### src/rtl/jb_resolve_unit_pkg.sv
// Shared definitions for the jump/branch resolution unit.
//   - RV32I opcode field values (inst[6:2]) for the control-flow instructions
//   - funct3 encodings for the six branch conditions
//   - branch_taken(): evaluates a branch condition from precomputed compare flags
package jb_resolve_unit_pkg;

  localparam logic [4:0] OP_JAL    = 5'b11011;
  localparam logic [4:0] OP_JALR   = 5'b11001;
  localparam logic [4:0] OP_BRANCH = 5'b11000;

  typedef enum logic [2:0] {
    F3_BEQ  = 3'b000,
    F3_BNE  = 3'b001,
    F3_BLT  = 3'b100,
    F3_BGE  = 3'b101,
    F3_BLTU = 3'b110,
    F3_BGEU = 3'b111
  } br_f3_e;

  // Compare flags are computed once in the datapath so this stays width-agnostic.
  // The undefined encodings 010/011 resolve as not taken.
  function automatic logic branch_taken(input logic [2:0] f3, input logic eq,
                                        input logic lt_s, input logic lt_u);
    logic t;
    t = 1'b0;
    case (f3)
      F3_BEQ:  t = eq;
      F3_BNE:  t = !eq;
      F3_BLT:  t = lt_s;
      F3_BGE:  t = !lt_s;
      F3_BLTU: t = lt_u;
      F3_BGEU: t = !lt_u;
      default: t = 1'b0;
    endcase
    return t;
  endfunction

endpackage

### src/rtl/jb_resolve_unit_if.sv
// Bus between the resolution unit and the fetch/execute stages.
//   fetch side : fetch_pc -> pred_taken, pred_target (combinational)
//   execute    : rs_valid, flush, opcode, funct3, pc, rs1, rs2, imm,
//                pred_taken_in, pred_target_in
//   result     : res_valid, res_taken, res_target, res_link,
//                res_mispredict, res_redirect_pc (registered)
// master = pipeline side, slave = resolution unit.
interface jb_resolve_unit_if #(parameter int XLEN = 32);
  logic            flush;
  logic [XLEN-1:0] fetch_pc;
  logic            pred_taken;
  logic [XLEN-1:0] pred_target;
  logic            rs_valid;
  logic [4:0]      opcode;
  logic [2:0]      funct3;
  logic [XLEN-1:0] pc;
  logic [XLEN-1:0] rs1;
  logic [XLEN-1:0] rs2;
  logic [XLEN-1:0] imm;
  logic            pred_taken_in;
  logic [XLEN-1:0] pred_target_in;
  logic            res_valid;
  logic            res_taken;
  logic [XLEN-1:0] res_target;
  logic [XLEN-1:0] res_link;
  logic            res_mispredict;
  logic [XLEN-1:0] res_redirect_pc;

  modport master (
    output flush, fetch_pc, rs_valid, opcode, funct3, pc, rs1, rs2, imm,
           pred_taken_in, pred_target_in,
    input  pred_taken, pred_target, res_valid, res_taken, res_target,
           res_link, res_mispredict, res_redirect_pc
  );

  modport slave (
    input  flush, fetch_pc, rs_valid, opcode, funct3, pc, rs1, rs2, imm,
           pred_taken_in, pred_target_in,
    output pred_taken, pred_target, res_valid, res_taken, res_target,
           res_link, res_mispredict, res_redirect_pc
  );
endinterface

### src/rtl/jb_resolve_unit_btb.sv
// jb_btb: direct-mapped branch target buffer.
//   lookup_pc_i -> lookup_taken_o / lookup_target_o (combinational, pre-update state)
//   upd_*_i     -> write port; entry written on the next rising edge of clk
//   rst         -> synchronous, active-high; invalidates every entry
module jb_btb
  import jb_resolve_unit_pkg::*;
#(
  parameter int XLEN      = 32,
  parameter int BTB_DEPTH = 16
) (
  input  logic            clk,
  input  logic            rst,
  input  logic [XLEN-1:0] lookup_pc_i,
  output logic            lookup_taken_o,
  output logic [XLEN-1:0] lookup_target_o,
  input  logic            upd_en_i,
  input  logic [XLEN-1:0] upd_pc_i,
  input  logic            upd_is_jump_i,
  input  logic            upd_is_branch_i,
  input  logic            upd_taken_i,
  input  logic [XLEN-1:0] upd_target_i
);
  localparam int IDX  = $clog2(BTB_DEPTH);
  localparam int TAGW = XLEN - IDX - 2;

  logic [BTB_DEPTH-1:0] valid_q;
  logic [BTB_DEPTH-1:0] jump_q;
  logic [TAGW-1:0]      tag_q    [BTB_DEPTH];
  logic [XLEN-1:0]      target_q [BTB_DEPTH];
  logic [1:0]           cnt_q    [BTB_DEPTH];

  logic [IDX-1:0]  l_idx, u_idx;
  logic [TAGW-1:0] u_tag;
  logic            l_hit, u_hit;
  logic            wr_en, wr_jump;
  logic [1:0]      wr_cnt;
  logic [XLEN-1:0] wr_target;

  // Instructions are word aligned, so the low two PC bits never address the table.
  logic unused_pc_lsbs;
  assign unused_pc_lsbs = ^{lookup_pc_i[1:0], upd_pc_i[1:0]};

  assign l_idx = lookup_pc_i[IDX+1:2];
  assign u_idx = upd_pc_i[IDX+1:2];
  assign u_tag = upd_pc_i[XLEN-1:IDX+2];
  assign l_hit = valid_q[l_idx] && (tag_q[l_idx] == lookup_pc_i[XLEN-1:IDX+2]);
  assign u_hit = valid_q[u_idx] && (tag_q[u_idx] == u_tag);

  assign lookup_taken_o  = l_hit && (jump_q[l_idx] || cnt_q[l_idx][1]);
  assign lookup_target_o = lookup_taken_o ? target_q[l_idx] : '0;

  always_comb begin
    wr_en     = 1'b0;
    wr_jump   = 1'b0;
    wr_cnt    = cnt_q[u_idx];
    wr_target = target_q[u_idx];
    if (upd_en_i) begin
      if (upd_is_jump_i) begin
        wr_en     = 1'b1;
        wr_jump   = 1'b1;
        wr_cnt    = 2'b11;
        wr_target = upd_target_i;
      end else if (upd_is_branch_i) begin
        if (u_hit) begin
          wr_en = 1'b1;
          if (upd_taken_i) begin
            wr_target = upd_target_i;
            if (cnt_q[u_idx] != 2'b11) wr_cnt = cnt_q[u_idx] + 2'd1;
          end else if (cnt_q[u_idx] != 2'b00) begin
            wr_cnt = cnt_q[u_idx] - 2'd1;
          end
        end else if (upd_taken_i) begin
          // A taken branch that misses evicts whatever shares its index.
          wr_en     = 1'b1;
          wr_cnt    = 2'b10;
          wr_target = upd_target_i;
        end
      end
    end
  end

  always_ff @(posedge clk) begin
    if (rst) begin
      valid_q <= '0;
      jump_q  <= '0;
      for (int i = 0; i < BTB_DEPTH; i++) begin
        tag_q[i]    <= '0;
        target_q[i] <= '0;
        cnt_q[i]    <= 2'b00;
      end
    end else if (wr_en) begin
      valid_q[u_idx]  <= 1'b1;
      jump_q[u_idx]   <= wr_jump;
      tag_q[u_idx]    <= u_tag;
      target_q[u_idx] <= wr_target;
      cnt_q[u_idx]    <= wr_cnt;
    end
  end

endmodule

### src/rtl/jb_resolve_unit.sv
// jb_resolve_unit: resolves JAL/JALR/BRANCH one cycle after an accepted
// request and predicts taken/target for fetch_pc from the embedded BTB.
//   clk, rst : clock and synchronous active-high reset
//   jb_if    : slave side of jb_resolve_unit_if (requests, predictions, results)
module jb_resolve_unit
  import jb_resolve_unit_pkg::*;
#(
  parameter int XLEN      = 32,
  parameter int BTB_DEPTH = 16
) (
  input logic              clk,
  input logic              rst,
  jb_resolve_unit_if.slave jb_if
);
  logic            accept;
  logic            is_jump, is_branch;
  logic            taken_d, mispredict_d;
  logic [XLEN-1:0] target_d, link_d, redirect_d;

  logic            res_valid_q, res_taken_q, res_mispredict_q;
  logic [XLEN-1:0] res_target_q, res_link_q, res_redirect_q;

  assign accept    = jb_if.rs_valid && !jb_if.flush && !rst;
  assign is_jump   = (jb_if.opcode == OP_JAL) || (jb_if.opcode == OP_JALR);
  assign is_branch = (jb_if.opcode == OP_BRANCH);
  assign link_d    = jb_if.pc + XLEN'(4);

  always_comb begin
    target_d = '0;
    taken_d  = 1'b0;
    case (jb_if.opcode)
      OP_JAL: begin
        target_d = jb_if.pc + jb_if.imm;
        taken_d  = 1'b1;
      end
      OP_JALR: begin
        target_d = (jb_if.rs1 + jb_if.imm) & ~XLEN'(1);
        taken_d  = 1'b1;
      end
      OP_BRANCH: begin
        target_d = jb_if.pc + jb_if.imm;
        taken_d  = branch_taken(jb_if.funct3, jb_if.rs1 == jb_if.rs2,
                                $signed(jb_if.rs1) < $signed(jb_if.rs2),
                                jb_if.rs1 < jb_if.rs2);
      end
      default: ;
    endcase
  end

  // Target mismatch only matters when both sides agree the instruction is taken.
  assign mispredict_d = (taken_d != jb_if.pred_taken_in) ||
                        (taken_d && jb_if.pred_taken_in && (target_d != jb_if.pred_target_in));
  assign redirect_d   = taken_d ? target_d : link_d;

  jb_btb #(.XLEN(XLEN), .BTB_DEPTH(BTB_DEPTH)) u_btb (
    .clk             (clk),
    .rst             (rst),
    .lookup_pc_i     (jb_if.fetch_pc),
    .lookup_taken_o  (jb_if.pred_taken),
    .lookup_target_o (jb_if.pred_target),
    .upd_en_i        (accept),
    .upd_pc_i        (jb_if.pc),
    .upd_is_jump_i   (is_jump),
    .upd_is_branch_i (is_branch),
    .upd_taken_i     (taken_d),
    .upd_target_i    (target_d)
  );

  // Data fields only load on an accepted request so they hold while res_valid=0.
  always_ff @(posedge clk) begin
    if (rst) begin
      res_valid_q      <= 1'b0;
      res_taken_q      <= 1'b0;
      res_mispredict_q <= 1'b0;
      res_target_q     <= '0;
      res_link_q       <= '0;
      res_redirect_q   <= '0;
    end else begin
      res_valid_q <= accept;
      if (accept) begin
        res_taken_q      <= taken_d;
        res_mispredict_q <= mispredict_d;
        res_target_q     <= target_d;
        res_link_q       <= link_d;
        res_redirect_q   <= redirect_d;
      end
    end
  end

  assign jb_if.res_valid       = res_valid_q;
  assign jb_if.res_taken       = res_taken_q;
  assign jb_if.res_target      = res_target_q;
  assign jb_if.res_link        = res_link_q;
  assign jb_if.res_mispredict  = res_mispredict_q;
  assign jb_if.res_redirect_pc = res_redirect_q;

endmodule
### src/flat_wrapper.sv
// flat-port wrapper written by rule: the top's interface ports become plain ports
module jb_resolve_unit_flat import jb_resolve_unit_pkg::*;
#(
  parameter int XLEN      = 32,
  parameter int BTB_DEPTH = 16
)
  (clk, rst, jb_if_flush, jb_if_fetch_pc, jb_if_rs_valid, jb_if_opcode, jb_if_funct3, jb_if_pc, jb_if_rs1, jb_if_rs2, jb_if_imm, jb_if_pred_taken_in, jb_if_pred_target_in, jb_if_pred_taken, jb_if_pred_target, jb_if_res_valid, jb_if_res_taken, jb_if_res_target, jb_if_res_link, jb_if_res_mispredict, jb_if_res_redirect_pc);
  jb_resolve_unit_if #(.XLEN(XLEN)) jb_if_i ();
  input logic clk;
  input logic rst;
  input wire logic [$bits(jb_if_i.flush)-1:0] jb_if_flush;
  input wire logic [$bits(jb_if_i.fetch_pc)-1:0] jb_if_fetch_pc;
  input wire logic [$bits(jb_if_i.rs_valid)-1:0] jb_if_rs_valid;
  input wire logic [$bits(jb_if_i.opcode)-1:0] jb_if_opcode;
  input wire logic [$bits(jb_if_i.funct3)-1:0] jb_if_funct3;
  input wire logic [$bits(jb_if_i.pc)-1:0] jb_if_pc;
  input wire logic [$bits(jb_if_i.rs1)-1:0] jb_if_rs1;
  input wire logic [$bits(jb_if_i.rs2)-1:0] jb_if_rs2;
  input wire logic [$bits(jb_if_i.imm)-1:0] jb_if_imm;
  input wire logic [$bits(jb_if_i.pred_taken_in)-1:0] jb_if_pred_taken_in;
  input wire logic [$bits(jb_if_i.pred_target_in)-1:0] jb_if_pred_target_in;
  output wire logic [$bits(jb_if_i.pred_taken)-1:0] jb_if_pred_taken;
  output wire logic [$bits(jb_if_i.pred_target)-1:0] jb_if_pred_target;
  output wire logic [$bits(jb_if_i.res_valid)-1:0] jb_if_res_valid;
  output wire logic [$bits(jb_if_i.res_taken)-1:0] jb_if_res_taken;
  output wire logic [$bits(jb_if_i.res_target)-1:0] jb_if_res_target;
  output wire logic [$bits(jb_if_i.res_link)-1:0] jb_if_res_link;
  output wire logic [$bits(jb_if_i.res_mispredict)-1:0] jb_if_res_mispredict;
  output wire logic [$bits(jb_if_i.res_redirect_pc)-1:0] jb_if_res_redirect_pc;
  assign jb_if_i.flush = jb_if_flush;
  assign jb_if_i.fetch_pc = jb_if_fetch_pc;
  assign jb_if_i.rs_valid = jb_if_rs_valid;
  assign jb_if_i.opcode = jb_if_opcode;
  assign jb_if_i.funct3 = jb_if_funct3;
  assign jb_if_i.pc = jb_if_pc;
  assign jb_if_i.rs1 = jb_if_rs1;
  assign jb_if_i.rs2 = jb_if_rs2;
  assign jb_if_i.imm = jb_if_imm;
  assign jb_if_i.pred_taken_in = jb_if_pred_taken_in;
  assign jb_if_i.pred_target_in = jb_if_pred_target_in;
  assign jb_if_pred_taken = jb_if_i.pred_taken;
  assign jb_if_pred_target = jb_if_i.pred_target;
  assign jb_if_res_valid = jb_if_i.res_valid;
  assign jb_if_res_taken = jb_if_i.res_taken;
  assign jb_if_res_target = jb_if_i.res_target;
  assign jb_if_res_link = jb_if_i.res_link;
  assign jb_if_res_mispredict = jb_if_i.res_mispredict;
  assign jb_if_res_redirect_pc = jb_if_i.res_redirect_pc;
  jb_resolve_unit #(.XLEN(XLEN), .BTB_DEPTH(BTB_DEPTH)) u_core (.clk(clk), .rst(rst), .jb_if(jb_if_i));
endmodule
### config.mk
export PLATFORM = sky130hd
export DESIGN_NAME = jb_resolve_unit_flat
export DESIGN_NICKNAME = d
export VERILOG_FILES = /design/src/rtl/jb_resolve_unit_pkg.sv /design/src/rtl/jb_resolve_unit_if.sv /design/src/rtl/jb_resolve_unit_btb.sv /design/src/rtl/jb_resolve_unit.sv /design/src/flat_wrapper.sv
export SDC_FILE = /design/constraint.sdc
export NUM_CORES = 2
export LEC_CHECK = 0
export ABC_AREA = 1
export BUFFER_PORTS_ARGS = -buffer_cell sky130_fd_sc_hd__buf_2
export CAP_MARGIN = 10
export CELL_PAD_IN_SITES_DETAIL_PLACEMENT = 1
export CELL_PAD_IN_SITES_GLOBAL_PLACEMENT = 2
export CORE_MARGIN = 2
export CORE_UTILIZATION = 40
export CTS_CLUSTER_DIAMETER = 80
export DETAILED_ROUTE_END_ITERATION = 8
export PLACE_DENSITY = 0.92
export SETUP_SLACK_MARGIN = 0.1
export SLEW_MARGIN = 25
export SYNTH_ARGS = -nofsm -noshare
export SYNTH_HDL_FRONTEND = slang
export SYNTH_HIERARCHICAL = 1
export SYNTH_SLANG_ARGS = --single-unit
### constraint.sdc
create_clock -name clk -period 12.4 [get_ports clk]
set_input_delay 1.86 -clock clk [delete_from_list [all_inputs] [get_ports clk]]
set_output_delay 1.86 -clock clk [all_outputs]
set_load 0.1 [all_outputs]
==> run_summary.xml <==
<?xml version="1.0" encoding="UTF-8"?>
<metrics>
  <group name="sta">
    <metric name="worst_slew_margin_rel" unit="%">22.41</metric>
    <metric name="worst-slew-pin-transition" unit="ns">1.164</metric>
    <metric name="max_slew_violation_total_from_the_final_report" unit="">0</metric>
    <metric name="final_report_hold_violation_count" unit="">0</metric>
    <metric name="period_minus_slack" unit="ns">8.631</metric>
    <metric name="maxClockFrequency" unit="GHz">0.1159</metric>
    <metric name="report.final.setup_viol" unit="">0</metric>
    <metric name="fin_setup_tns" unit="ns">0</metric>
    <metric name="worst_case_hold_slack" unit="ns">0.4654</metric>
    <metric name="final_clock_skew" unit="ns">0.07540</metric>
    <metric name="fin_crit_sh" unit="%">69.60</metric>
    <metric name="final.setup.worst_slack" unit="ns">3.769</metric>
    <metric name="setup_repair_after_global_routing_missed_its_margin" unit="">false</metric>
  </group>
  <group name="synth">
    <metric name="yosysWarnings" unit="">6</metric>
    <metric name="post_synth_inst_count" unit="">7603</metric>
    <metric name="synth_largest_area_cell" unit="">edfxtp_1</metric>
    <metric name="ys_top_cells_by_area" unit="">edfxtp_1, nand2_1, nor2_1</metric>
    <metric name="syn-num-nets" unit="">7904</metric>
    <metric name="yosys_register_bits" unit="">1091</metric>
    <metric name="yosysSeqAreaShare" unit="%">51.57</metric>
    <metric name="yosys.area.top_type_share" unit="%">47.27</metric>
    <metric name="synth_area" unit="um2">60980</metric>
    <metric name="syn_area_per_cell" unit="um2">8.021</metric>
    <metric name="synthDistinctLibCells" unit="">54</metric>
  </group>
  <group name="routing">
    <metric name="post_drt_wl_per_cell" unit="um">25.67</metric>
    <metric name="first_iter_violations" unit="">5607</metric>
    <metric name="post_drt_via_cell_ratio" unit="">5.800</metric>
    <metric name="final_ant_viol_nets" unit="">0</metric>
    <metric name="vias" unit="">56760</metric>
    <metric name="drt_drc_violations_left" unit="">0</metric>
    <metric name="final_wl" unit="um">251300</metric>
    <metric name="drt_pass1_iterations" unit="">6</metric>
  </group>
  <group name="die">
    <metric name="initial_core_util" unit="%">40.19</metric>
    <metric name="floorplan.die_area" unit="um2">155600</metric>
    <metric name="die_height" unit="um">394.5</metric>
    <metric name="num_io_pins" unit="">337</metric>
    <metric name="placeableCoreArea" unit="um2">151700</metric>
    <metric name="placementRows" unit="">143</metric>
    <metric name="die_x" unit="um">394.5</metric>
  </group>
  <group name="layout">
    <metric name="layout.cell_area.non_filler" unit="um2">67680</metric>
    <metric name="drive_above_1_share" unit="%">10.28</metric>
    <metric name="layout.core_utilization" unit="%">44.61</metric>
    <metric name="syn2layout_area_growth" unit="%">10.98</metric>
    <metric name="fin_cells" unit="">9786</metric>
    <metric name="final_nets" unit="">7956</metric>
  </group>
  <group name="place">
    <metric name="place_hpwl" unit="um">155400</metric>
    <metric name="place.detailed.instances" unit="">9564</metric>
    <metric name="place.port_buffers" unit="">334</metric>
    <metric name="dp_slack" unit="ns">3.423</metric>
    <metric name="globalplace.congestion" unit="">0.9101</metric>
    <metric name="post_dp_cell_area" unit="um2">63770</metric>
  </group>
  <group name="clocking">
    <metric name="clk_pin_slew" unit="ns">0.06</metric>
    <metric name="post_cts_buffers" unit="">0</metric>
    <metric name="clock-root-buffer" unit="">clkbuf_16</metric>
    <metric name="holdBufCountCts" unit="">0</metric>
    <metric name="ctsLongestPathBuffers" unit="">3</metric>
    <metric name="clock_sink_count" unit="">1091</metric>
    <metric name="worst_skew_pair.late_latency" unit="ns">0.80</metric>
    <metric name="cts_buffers" unit="">119</metric>
    <metric name="h_tree_depth" unit="">3</metric>
    <metric name="tritoncts" unit="">built</metric>
    <metric name="cts-resized-gates" unit="">0</metric>
  </group>
  <group name="critical_path">
    <metric name="number_of_cells_traversed_by_the_worst_register_to_register_path" unit="">16</metric>
    <metric name="critical_path_class" unit="">in -&gt; out</metric>
    <metric name="critical_path_arrival" unit="ns">6.77</metric>
    <metric name="critical_path_peak_fanout" unit="">208</metric>
    <metric name="setup.reg_to_reg.worst_slack" unit="ns">7.79</metric>
    <metric name="timing.critical_path.to_type" unit="">output pin</metric>
    <metric name="required" unit="ns">10.54</metric>
    <metric name="timing.critical_path.from_type" unit="">primary input</metric>
  </group>
  <group name="power_and_ir_drop">
    <metric name="total_power_divided_by_cell_area" unit="nW/um2">135.3</metric>
    <metric name="static-leakage-power" unit="nW">28.27</metric>
    <metric name="design_power_total" unit="mW">9.154</metric>
    <metric name="vdd_ir_drop_max" unit="mV">0.1143</metric>
  </group>
  <group name="grt">
    <metric name="grt.overflow.total" unit="">0</metric>
    <metric name="grt_start_max_net_pins" unit="">209</metric>
    <metric name="grt_antenna_before_repair" unit="">12</metric>
    <metric name="grt_pass1_vias" unit="">56960</metric>
    <metric name="grt.total_usage" unit="%">31.25</metric>
    <metric name="grt_pass1_wl" unit="um">364200</metric>
  </group>
  <group name="hold_path">
    <metric name="worstHoldPathType" unit="">reg -&gt; reg</metric>
    <metric name="min_path_cells" unit="">2</metric>
  </group>
  <group name="run_status">
    <metric name="status" unit="">finished clean</metric>
  </group>
  <group name="job">
    <metric name="cap_viol_max_count" unit="">0</metric>
  </group>
</metrics>
-- sequential cells by signal, indices dropped and copies added, names as in the netlist --
signal and cells:
u_core/jb_if.res_mispredict 1, u_core/jb_if.res_valid 1, u_core/u_btb/tag_q 416, u_core/jb_if.res_link 32, u_core/u_btb/target_q 512, u_core/jb_if.res_target 32, u_core/jb_if.res_taken 1, u_core/jb_if.res_redirect_pc 32
u_core/u_btb/cnt_q 32, u_core/u_btb/jump_q 16, u_core/u_btb/valid_q 16
-- cells by family after synthesis --
family	after synthesis	share of synthesized area, %
flip-flops	1091	51.57
AO/OA/AOI/OAI	1156	10.95
adder cells (fa/ha/maj)	96	1.994
buffers and inverters	1095	7.518
XOR/XNOR	50	0.7181
AND/OR/NAND/NOR	4115	27.24
-- layer usage --
metal  wire length, um  up-vias  GRT usage (%)  share of wire (%)
met4             12460       16          14.99                5.0
met1             98500    28200          39.85                 39
met3             21960      621          5.021                8.7
li1                  -    25180              -                  -
met2            118200     2743          51.76                 47
met5               109        -              0              0.043
-- placed cells by master, fill, tap and decap left out, types with 22 or more instances in the layout --
cell / n
inv_1: 560
a21oi_1: 406
clkbuf_1: 31
clkinv_1: 47
o221ai_1: 22
nor2_2: 100
nor2_1: 1338
nand2_2: 35
buf_2: 329
nand3_2: 22
nand4_1: 35
o22ai_1: 44
ha_1: 94
buf_4: 94
a221oi_1: 117
dfxtp_1: 131
xor2_1: 27
o211ai_1: 48
o21ai_1: 59
nor3_1: 55
o21ai_0: 384
xnor2_1: 23
clkbuf_16: 121
nand2_1: 2169
o31ai_1: 34
nand3_1: 304
edfxtp_1: 960
-- cell usage after synthesis, drive strengths merged --
library cell and count:
nand4 38, clkbuf 335, clkinv 22, o221ai 22, edfxtp 960, nand2 2208
and2 2, a21o 2, nand3b 21, or2 8, o21a 4, o21bai 4
a221oi 117, and3 5, dfxtp 131, nand3 327, inv 573, ha 94
buf 165, nor2 1448, a21oi 409, o22ai 44, xor2 27, o31ai 34
o211ai 50, o21ai 443, xnor2 23, a21boi 1, a31oi 13, nor3 58
fa 2, a32oi 1, a22oi 8, a211oi 4
-- worst max-delay path, stage by stage --
cell and delay (ns):
buf_8 0.25, inv_8 0.52, buf_12 0.67, a21oi_1 0.16
o21ai_0 0.10, o21ai_0 0.15, o21ai_0 0.24, o22ai_1 0.23
xor2_1 0.24, nor2_1 0.13, nand2_1 0.06, nor2_1 0.13
nand2_2 0.46, nor3_1 0.38, buf_2 0.49
-- power breakdown --
part	internal (mW)	leakage [nW]	total (mW)	switching, mW
logic	0.325	16.2	1.37	1.04
registers	4.16	10.2	4.23	0.0723
clock network	1.99	1.88	3.55	1.56
-- layout make-up --
| class | count | area (um2) |
|---|---|---|
| Antenna cell | 2 | 5.005 |
| Clock buffer | 156 | 3199 |
| Clock inverter | 64 | 670.6 |
| Fill cell | 18310 | 84050 |
| Inverter | 595 | 2261 |
| Multi-Input combinational cell | 5417 | 25080 |
| Sequential cell | 1091 | 31450 |
| Tap cell | 2030 | 2540 |
| Timing Repair Buffer | 431 | 2467 |
-- path summary, 6_finish.rpt --
check	from	endpoint
min reg2reg	u_core/jb_if.res_redirect_pc[11]	u_core/jb_if.res_redirect_pc[11]
min	u_core/jb_if.res_redirect_pc[11]	u_core/jb_if.res_redirect_pc[11]
max	jb_if_fetch_pc[2]	jb_if_pred_target[17]
max reg2reg	u_core/u_btb/tag_q[5][22]	u_core/u_btb/tag_q[1][3]
(Power assumes the default switching activity.)
